File: src/rtl/digital_clock_gen2.sv
// digital_clock_gen2: BCD time-of-day clock driven by a CLK_HZ prescaler.
// Time is kept internally as 24-hour BCD; the 12/24-hour view is purely
// combinational. Optional alarm logic is built when the macro
// DIGITAL_CLOCK_GEN2_ALARM_EN is defined; otherwise the alarm ports are
// present but inert and alarm always reads 0.
module digital_clock_gen2 #(
    parameter int unsigned CLK_HZ = 50000000
) (
    input  logic       clk,
    input  logic       reset,
    input  logic       hold,
    input  logic       mode_12h,
    input  logic       set_valid,
    input  logic [1:0] set_hour_tens,
    input  logic [3:0] set_hour_ones,
    input  logic [2:0] set_min_tens,
    input  logic [3:0] set_min_ones,
    input  logic [2:0] set_sec_tens,
    input  logic [3:0] set_sec_ones,
    input  logic       alarm_set,
    input  logic       alarm_en,
    input  logic       alarm_ack,
    output logic [3:0] sec_ones,
    output logic [3:0] sec_tens,
    output logic [3:0] min_ones,
    output logic [3:0] min_tens,
    output logic [3:0] hour_ones,
    output logic [3:0] hour_tens,
    output logic       pm,
    output logic       tick_1hz,
    output logic       set_err,
    output logic       alarm
);

    localparam logic [31:0] PRESC_MAX = CLK_HZ - 32'd1;

    logic [31:0] presc_q, presc_d;
    logic [1:0]  hour_t_q, hour_t_d;
    logic [3:0]  hour_o_q, hour_o_d;
    logic [2:0]  min_t_q, min_t_d;
    logic [3:0]  min_o_q, min_o_d;
    logic [2:0]  sec_t_q, sec_t_d;
    logic [3:0]  sec_o_q, sec_o_d;
    logic        tick_q, tick_d;
    logic        set_err_q, set_err_d;
    logic        time_load;
    logic        hm_ok;
    logic        set_ok;

    // Hour/minute fields are shared by time set and alarm set, so range them once.
    assign hm_ok  = (set_hour_tens < 2'd2 && set_hour_ones <= 4'd9) ||
                    (set_hour_tens == 2'd2 && set_hour_ones <= 4'd3);
    assign set_ok = hm_ok && set_min_tens <= 3'd5 && set_min_ones <= 4'd9 &&
                    set_sec_tens <= 3'd5 && set_sec_ones <= 4'd9;

`ifdef DIGITAL_CLOCK_GEN2_ALARM_EN
    logic [1:0] al_hour_t_q, al_hour_t_d;
    logic [3:0] al_hour_o_q, al_hour_o_d;
    logic [2:0] al_min_t_q, al_min_t_d;
    logic [3:0] al_min_o_q, al_min_o_d;
    logic       alarm_q, alarm_d;
`endif

    // Next-state: set has priority, then prescaler advance with BCD carry chain.
    always_comb begin
        presc_d   = presc_q;
        hour_t_d  = hour_t_q;
        hour_o_d  = hour_o_q;
        min_t_d   = min_t_q;
        min_o_d   = min_o_q;
        sec_t_d   = sec_t_q;
        sec_o_d   = sec_o_q;
        tick_d    = 1'b0;
        set_err_d = 1'b0;
        time_load = 1'b0;
        if (set_valid) begin
            // A rejected set freezes everything for that edge, including the prescaler.
            if (set_ok) begin
                hour_t_d  = set_hour_tens;
                hour_o_d  = set_hour_ones;
                min_t_d   = set_min_tens;
                min_o_d   = set_min_ones;
                sec_t_d   = set_sec_tens;
                sec_o_d   = set_sec_ones;
                presc_d   = 32'd0;
                time_load = 1'b1;
            end else begin
                set_err_d = 1'b1;
            end
        end else if (!hold) begin
            if (presc_q == PRESC_MAX) begin
                presc_d   = 32'd0;
                tick_d    = 1'b1;
                time_load = 1'b1;
                if (sec_o_q != 4'd9) begin
                    sec_o_d = sec_o_q + 4'd1;
                end else begin
                    sec_o_d = 4'd0;
                    if (sec_t_q != 3'd5) begin
                        sec_t_d = sec_t_q + 3'd1;
                    end else begin
                        sec_t_d = 3'd0;
                        if (min_o_q != 4'd9) begin
                            min_o_d = min_o_q + 4'd1;
                        end else begin
                            min_o_d = 4'd0;
                            if (min_t_q != 3'd5) begin
                                min_t_d = min_t_q + 3'd1;
                            end else begin
                                min_t_d = 3'd0;
                                if (hour_t_q == 2'd2 && hour_o_q == 4'd3) begin
                                    hour_t_d = 2'd0;
                                    hour_o_d = 4'd0;
                                end else if (hour_o_q == 4'd9) begin
                                    hour_o_d = 4'd0;
                                    hour_t_d = hour_t_q + 2'd1;
                                end else begin
                                    hour_o_d = hour_o_q + 4'd1;
                                end
                            end
                        end
                    end
                end
            end else begin
                presc_d = presc_q + 32'd1;
            end
        end

`ifdef DIGITAL_CLOCK_GEN2_ALARM_EN
        al_hour_t_d = al_hour_t_q;
        al_hour_o_d = al_hour_o_q;
        al_min_t_d  = al_min_t_q;
        al_min_o_d  = al_min_o_q;
        alarm_d     = alarm_q;
        if (alarm_set && !set_valid) begin
            if (hm_ok && set_min_tens <= 3'd5 && set_min_ones <= 4'd9) begin
                al_hour_t_d = set_hour_tens;
                al_hour_o_d = set_hour_ones;
                al_min_t_d  = set_min_tens;
                al_min_o_d  = set_min_ones;
            end else begin
                set_err_d = 1'b1;
            end
        end
        if (time_load && alarm_en &&
            {hour_t_d, hour_o_d, min_t_d, min_o_d, sec_t_d, sec_o_d} ==
            {al_hour_t_q, al_hour_o_q, al_min_t_q, al_min_o_q, 3'd0, 4'd0}) begin
            alarm_d = 1'b1;
        end
        // Acknowledge or disarm overrides a match on the same edge.
        if (alarm_ack || !alarm_en) begin
            alarm_d = 1'b0;
        end
`endif
    end

    // State registers, asynchronously cleared.
    always_ff @(posedge clk or negedge reset) begin
        if (!reset) begin
            presc_q     <= 32'd0;
            hour_t_q    <= 2'd0;
            hour_o_q    <= 4'd0;
            min_t_q     <= 3'd0;
            min_o_q     <= 4'd0;
            sec_t_q     <= 3'd0;
            sec_o_q     <= 4'd0;
            tick_q      <= 1'b0;
            set_err_q   <= 1'b0;
`ifdef DIGITAL_CLOCK_GEN2_ALARM_EN
            al_hour_t_q <= 2'd0;
            al_hour_o_q <= 4'd0;
            al_min_t_q  <= 3'd0;
            al_min_o_q  <= 4'd0;
            alarm_q     <= 1'b0;
`endif
        end else begin
            presc_q     <= presc_d;
            hour_t_q    <= hour_t_d;
            hour_o_q    <= hour_o_d;
            min_t_q     <= min_t_d;
            min_o_q     <= min_o_d;
            sec_t_q     <= sec_t_d;
            sec_o_q     <= sec_o_d;
            tick_q      <= tick_d;
            set_err_q   <= set_err_d;
`ifdef DIGITAL_CLOCK_GEN2_ALARM_EN
            al_hour_t_q <= al_hour_t_d;
            al_hour_o_q <= al_hour_o_d;
            al_min_t_q  <= al_min_t_d;
            al_min_o_q  <= al_min_o_d;
            alarm_q     <= alarm_d;
`endif
        end
    end

`ifdef DIGITAL_CLOCK_GEN2_ALARM_EN
    assign alarm = alarm_q;
`else
    logic unused_alarm_inputs;
    assign unused_alarm_inputs = &{1'b0, alarm_set, alarm_en, alarm_ack};
    assign alarm = 1'b0;
`endif

    logic [4:0] hour_bin;
    logic [4:0] disp_h;

    // Display view: 12-hour mapping is applied to the binary hour, then re-split to BCD.
    always_comb begin
        hour_bin = {3'd0, hour_t_q} * 5'd10 + {1'b0, hour_o_q};
        disp_h   = hour_bin;
        if (mode_12h) begin
            if (hour_bin == 5'd0) begin
                disp_h = 5'd12;
            end else if (hour_bin > 5'd12) begin
                disp_h = hour_bin - 5'd12;
            end
        end
        // Low-nibble subtraction is exact here: 20 mod 16 = 4, and results stay below 10.
        if (disp_h >= 5'd20) begin
            hour_tens = 4'd2;
            hour_ones = disp_h[3:0] - 4'd4;
        end else if (disp_h >= 5'd10) begin
            hour_tens = 4'd1;
            hour_ones = disp_h[3:0] - 4'd10;
        end else begin
            hour_tens = 4'd0;
            hour_ones = disp_h[3:0];
        end
    end

    assign pm       = (hour_bin >= 5'd12);
    assign min_tens = {1'b0, min_t_q};
    assign min_ones = min_o_q;
    assign sec_tens = {1'b0, sec_t_q};
    assign sec_ones = sec_o_q;
    assign tick_1hz = tick_q;
    assign set_err  = set_err_q;

endmodule

File: config.mk
export PLATFORM = sky130hd
export DESIGN_NAME = digital_clock_gen2
export DESIGN_NICKNAME = d
export VERILOG_FILES = /design/src/rtl/digital_clock_gen2.sv
export SDC_FILE = /design/constraint.sdc
export NUM_CORES = 1
export LEC_CHECK = 0
export CORE_MARGIN = 2
export CORE_UTILIZATION = 45
export CTS_CLUSTER_SIZE = 40
export DETAILED_ROUTE_END_ITERATION = 10
export PLACE_DENSITY = 0.75
export SYNTH_ARGS = -nofsm -noshare
export SYNTH_HDL_FRONTEND = slang
export SYNTH_SLANG_ARGS = --single-unit
File: constraint.sdc
create_clock -name clk -period 8.1 [get_ports clk]
set_clock_uncertainty 0.05 [all_clocks]
set_input_delay 1.62 -clock clk [delete_from_list [all_inputs] [get_ports clk]]
set_output_delay 1.62 -clock clk [all_outputs]
set_load 0.1 [all_outputs]
==> flow_results.org <==
** Finish
- The number of antenna diodes in the final layout is 0.
- Fill cells in the final layout number 738.
- The area growth from synthesis to layout is 17.5%.
- Finished Layout Cells :: 567
- Leading cell type in the layout, fill and taps excluded :: dfrtp_1
- The net count of the finished layout is 503.
- Final standard cell area without fillers :: around 4200 um^2
- The library cells used most frequently in the layout, excluding fill and tap cells, are dfrtp_1 (54), nor2_1 (47), clkdlybuf4s50_1 (46), nand2_1 (42), o21ai_0 (31).
- Fraction of final layout cells sized beyond drive strength 1 :: 0.0602

** Place
- Hpwl dp :: between 5 and 6 mm
- Placed cell areas :: approximately 4100 um^2
- In this run the tool buffered the top-level ports with 47 buffer cells.
- Routability-driven placement finished with a final weighted congestion of 0.811.
- In this run, placement finished with an instance count of 560.

** GRT
- Global routing finished with a remaining overflow of 0.
- Entering global routing, the biggest net connects 55 pins.
- Via count of the first global-routing pass :: 2,967
- The number of antenna violations at the first check in global routing came to 0.
- The first global-routing pass estimated 13.6 mm of wire.
- Overall global routing resource usage :: 0.189

** Logic synthesis
- Among all flip-flop cells after synthesis, the most frequent one is dfrtp_1.
- Average cell area after synthesis :: between 8 and 9 um^2
- Yosys printed 0 warnings.
- Of all flip-flops after synthesis, the portion carrying an async set or reset was 1.00.
- Number of different library cells in the post-synthesis netlist :: 64
- For this run, the register share of the synthesized area comes to 0.381.
- In this run, synthesis produced a sequential element count of 54.
- Number of instances in the synthesized netlist :: 424
- In this run, synthesis inferred 0 flip-flops with an integrated enable.
- Area of the mapped netlist :: roughly 3500 um^2

** Drt
- Drt via density :: roughly 5.6
- The routed design has 7.89 mm of wire.
- In this run the remaining antenna-violating nets after routing total 0.
- Post-DR wirelength/cell :: 13.9 um
- For this run, the detailed router's first-pass iteration total came to 4.
- Number of violations reported at the end of detailed-routing iteration 0 :: 140
- For this run, design rule violations remaining after detail routing come to 0.
- The detailed router placed about 3,200 vias in this run.

** Timing
- Actual transition at the worst max-transition pin :: slightly below 1 ns
- Final-report setup violation count :: 0
- Tcrit/Tclk final :: 0.864
- The hold violation total from the final report came to 0.
- The count of final max-slew check failures was 0.
- Post-layout min period :: about 7 ns
- Fmax :: ~0.14 GHz
- Total negative slack :: 0 ns
- Max transition margin :: 0.343
- Setup repair after global routing left no endpoint under its margin.

** Floorplanning
- I/O Pins :: 56
- Die ar. :: between 8000 and 9000 um^2
- After floorplanning, the core was sized to cover between 7000 and 8000 um^2.
- In this run the core area contains 32 standard-cell rows.
- Measured along the y axis, the die boundary spans about 93 um.
- Die extent in x :: a little over 90 um
- Effective utilization at floorplan :: 0.461

** Setup path
- Kind of critical path :: in2out
- The worst setup path is captured at a primary output.
- Of all nets on the critical path, the largest fanout is 8.
- At the worst endpoint, the arrival time is approximately 5.3 ns.
- At the worst endpoint, the required time is about 6.4 ns.
- Critical Path Start Type :: input pin

** Power and ir drop
- Worst VDD drop :: 387 uV
- The analysis attributes to cell leakage a power of ~1.7 nW.
- For this design the ratio of total power to cell area is 398 nW/um^2.

** CTS
- CTS resizes :: 0
- The H-tree was split into 2 levels.
- Hold repair after CTS inserted 0 buffers.
- Counting every sink on the clock net gives 54.
- After clock tree synthesis, the clock-pin slew on the worst setup and hold paths is ~0.10 ns.
- TritonCTS built the clock tree.
- Clock tree synthesis selected as its root buffer the cell clkbuf_8.
- In this run the post-CTS setup repair buffer count came out at 0.
- Clock latency on the worst-skew pair :: ~0.31 ns
- Number of clock buffers inserted by TritonCTS :: 5
- CTS max path bufs :: 2

** Run
- Across the run, the number of max-cap violations was 0.

** Run status
- Run status :: finished clean

** Min path
- Class of the tightest hold or removal check :: reg2reg
power by group:
group	internal, mW	leakage (nW)	total, mW	switching [mW]
Sequential	0.309	0.703	0.367	0.0579
Combinational	0.299	0.918	1.15	0.846
Clock	0.0584	0.0438	0.146	0.0873
Total	0.667	1.66	1.66	0.991
critical path, cell delays in order:
cell and delay (ns):
clkdlybuf4s50_1 0.52, and4_1 0.25, a311o_2 0.34, a21oi_1 0.25, inv_1 0.13, ha_1 0.21, nand2_1 0.05, o21ai_0 0.16
or4b_1 0.50, o311ai_1 0.11, clkdlybuf4s50_1 1.19
Yosys cell counts, types with 5 or more instances:
cell / instances / area, um^2
buf_4: 5 / 37.5
inv_1: 21 / 78.8
o21ai_0: 31 / 155
nor4_1: 13 / 81.3
nor3_1: 22 / 110
a21oi_1: 19 / 95.1
nand2_1: 42 / 158
nor2b_1: 6 / 37.5
nor3b_1: 6 / 45.0
dfrtp_1: 54 / 1350
or3_1: 6 / 37.5
a31oi_1: 6 / 37.5
and3_1: 9 / 56.3
nor2_1: 48 / 180
ha_1: 9 / 113
nand3_1: 16 / 80.1
clkbuf_1: 14 / 52.6
xnor2_1: 26 / 228
nand4_1: 6 / 37.5
through the flow:
step / setup WS [ns] / hold slack, ns / total power, mW / utilization
after detailed placement: 1.14 / 0.472 / 1.51 / 0.532
after global placement: 1.19 / 0.469 / 1.50 / 0.532
final: 1.10 / 0.485 / 1.66 / 0.542
after CTS: 1.12 / 0.484 / 1.66 / 0.542
after floorplan: 1.73 / 0.435 / 1.27 / -
after global routing: 0.916 / 0.520 / 1.76 / 0.542
kinds of logic (layout without fill, tap and decap cells):
group                      after synthesis  in the layout  share of synthesized area
DFF                                     54             54                      0.381
muxes                                    5              5                     0.0162
xor gates and xnor gates                28             28                     0.0713
other                                    1              5                    0.00106
AOI/OAI and AO/OA                       89             89                      0.162
buffers and inverters                   43             80                     0.0511
and+or+nand+nor                        194            194                      0.280
adders and majority gates               10             10                     0.0374
sequential cells by signal, indices dropped and copies added, names as in the netlist:
| signal | flops |
|---|---|
| min_t_q | 3 |
| min_ones | 4 |
| sec_ones | 4 |
| presc_q | 32 |
| hour_o_q | 4 |
| set_err | 1 |
| hour_t_q | 2 |
| tick_1hz | 1 |
| sec_t_q | 3 |
worst paths after layout:
path                             start           end  slack [ns]  depth (start not counted)
max reg2reg                sec_ones[0]   hour_t_q[0]        5.63                          6
max                           mode_12h  hour_ones[3]        1.10                         11
min in group asynchronous        reset   sec_ones[3]        1.35                          2
min reg2reg                 presc_q[6]    presc_q[6]        0.48                          1
max in group asynchronous        reset   presc_q[16]        6.16                          2
min                         presc_q[6]    presc_q[6]        0.48                          1
layer usage:
metal  share of wire  wire length [um]  vias to the layer above  track usage
met4          0.0028                22                        0       0.0331
li1                -                 -                     1592            -
met2            0.47              3700                       64        0.307
met5               0                 0                        -            0
met3           0.047               368                        4       0.0309
met1            0.48              3800                     1511        0.270
cell type report:
| class | instances | area [um^2] | share of cell area |
|---|---|---|---|
| inverter | 22 | 82.6 | 0.0198 |
| multi-input combinational | 331 | 2030 | 0.488 |
| timing repair buffer | 51 | 495 | 0.119 |
| clock inverter | 2 | 10.0 | 0.00240 |
| sequential | 54 | 1350 | 0.324 |
| clock buffer | 5 | 68.8 | 0.0165 |
| tap | 102 | 128 | 0.0306 |
Power figures use the tool's default switching activity.
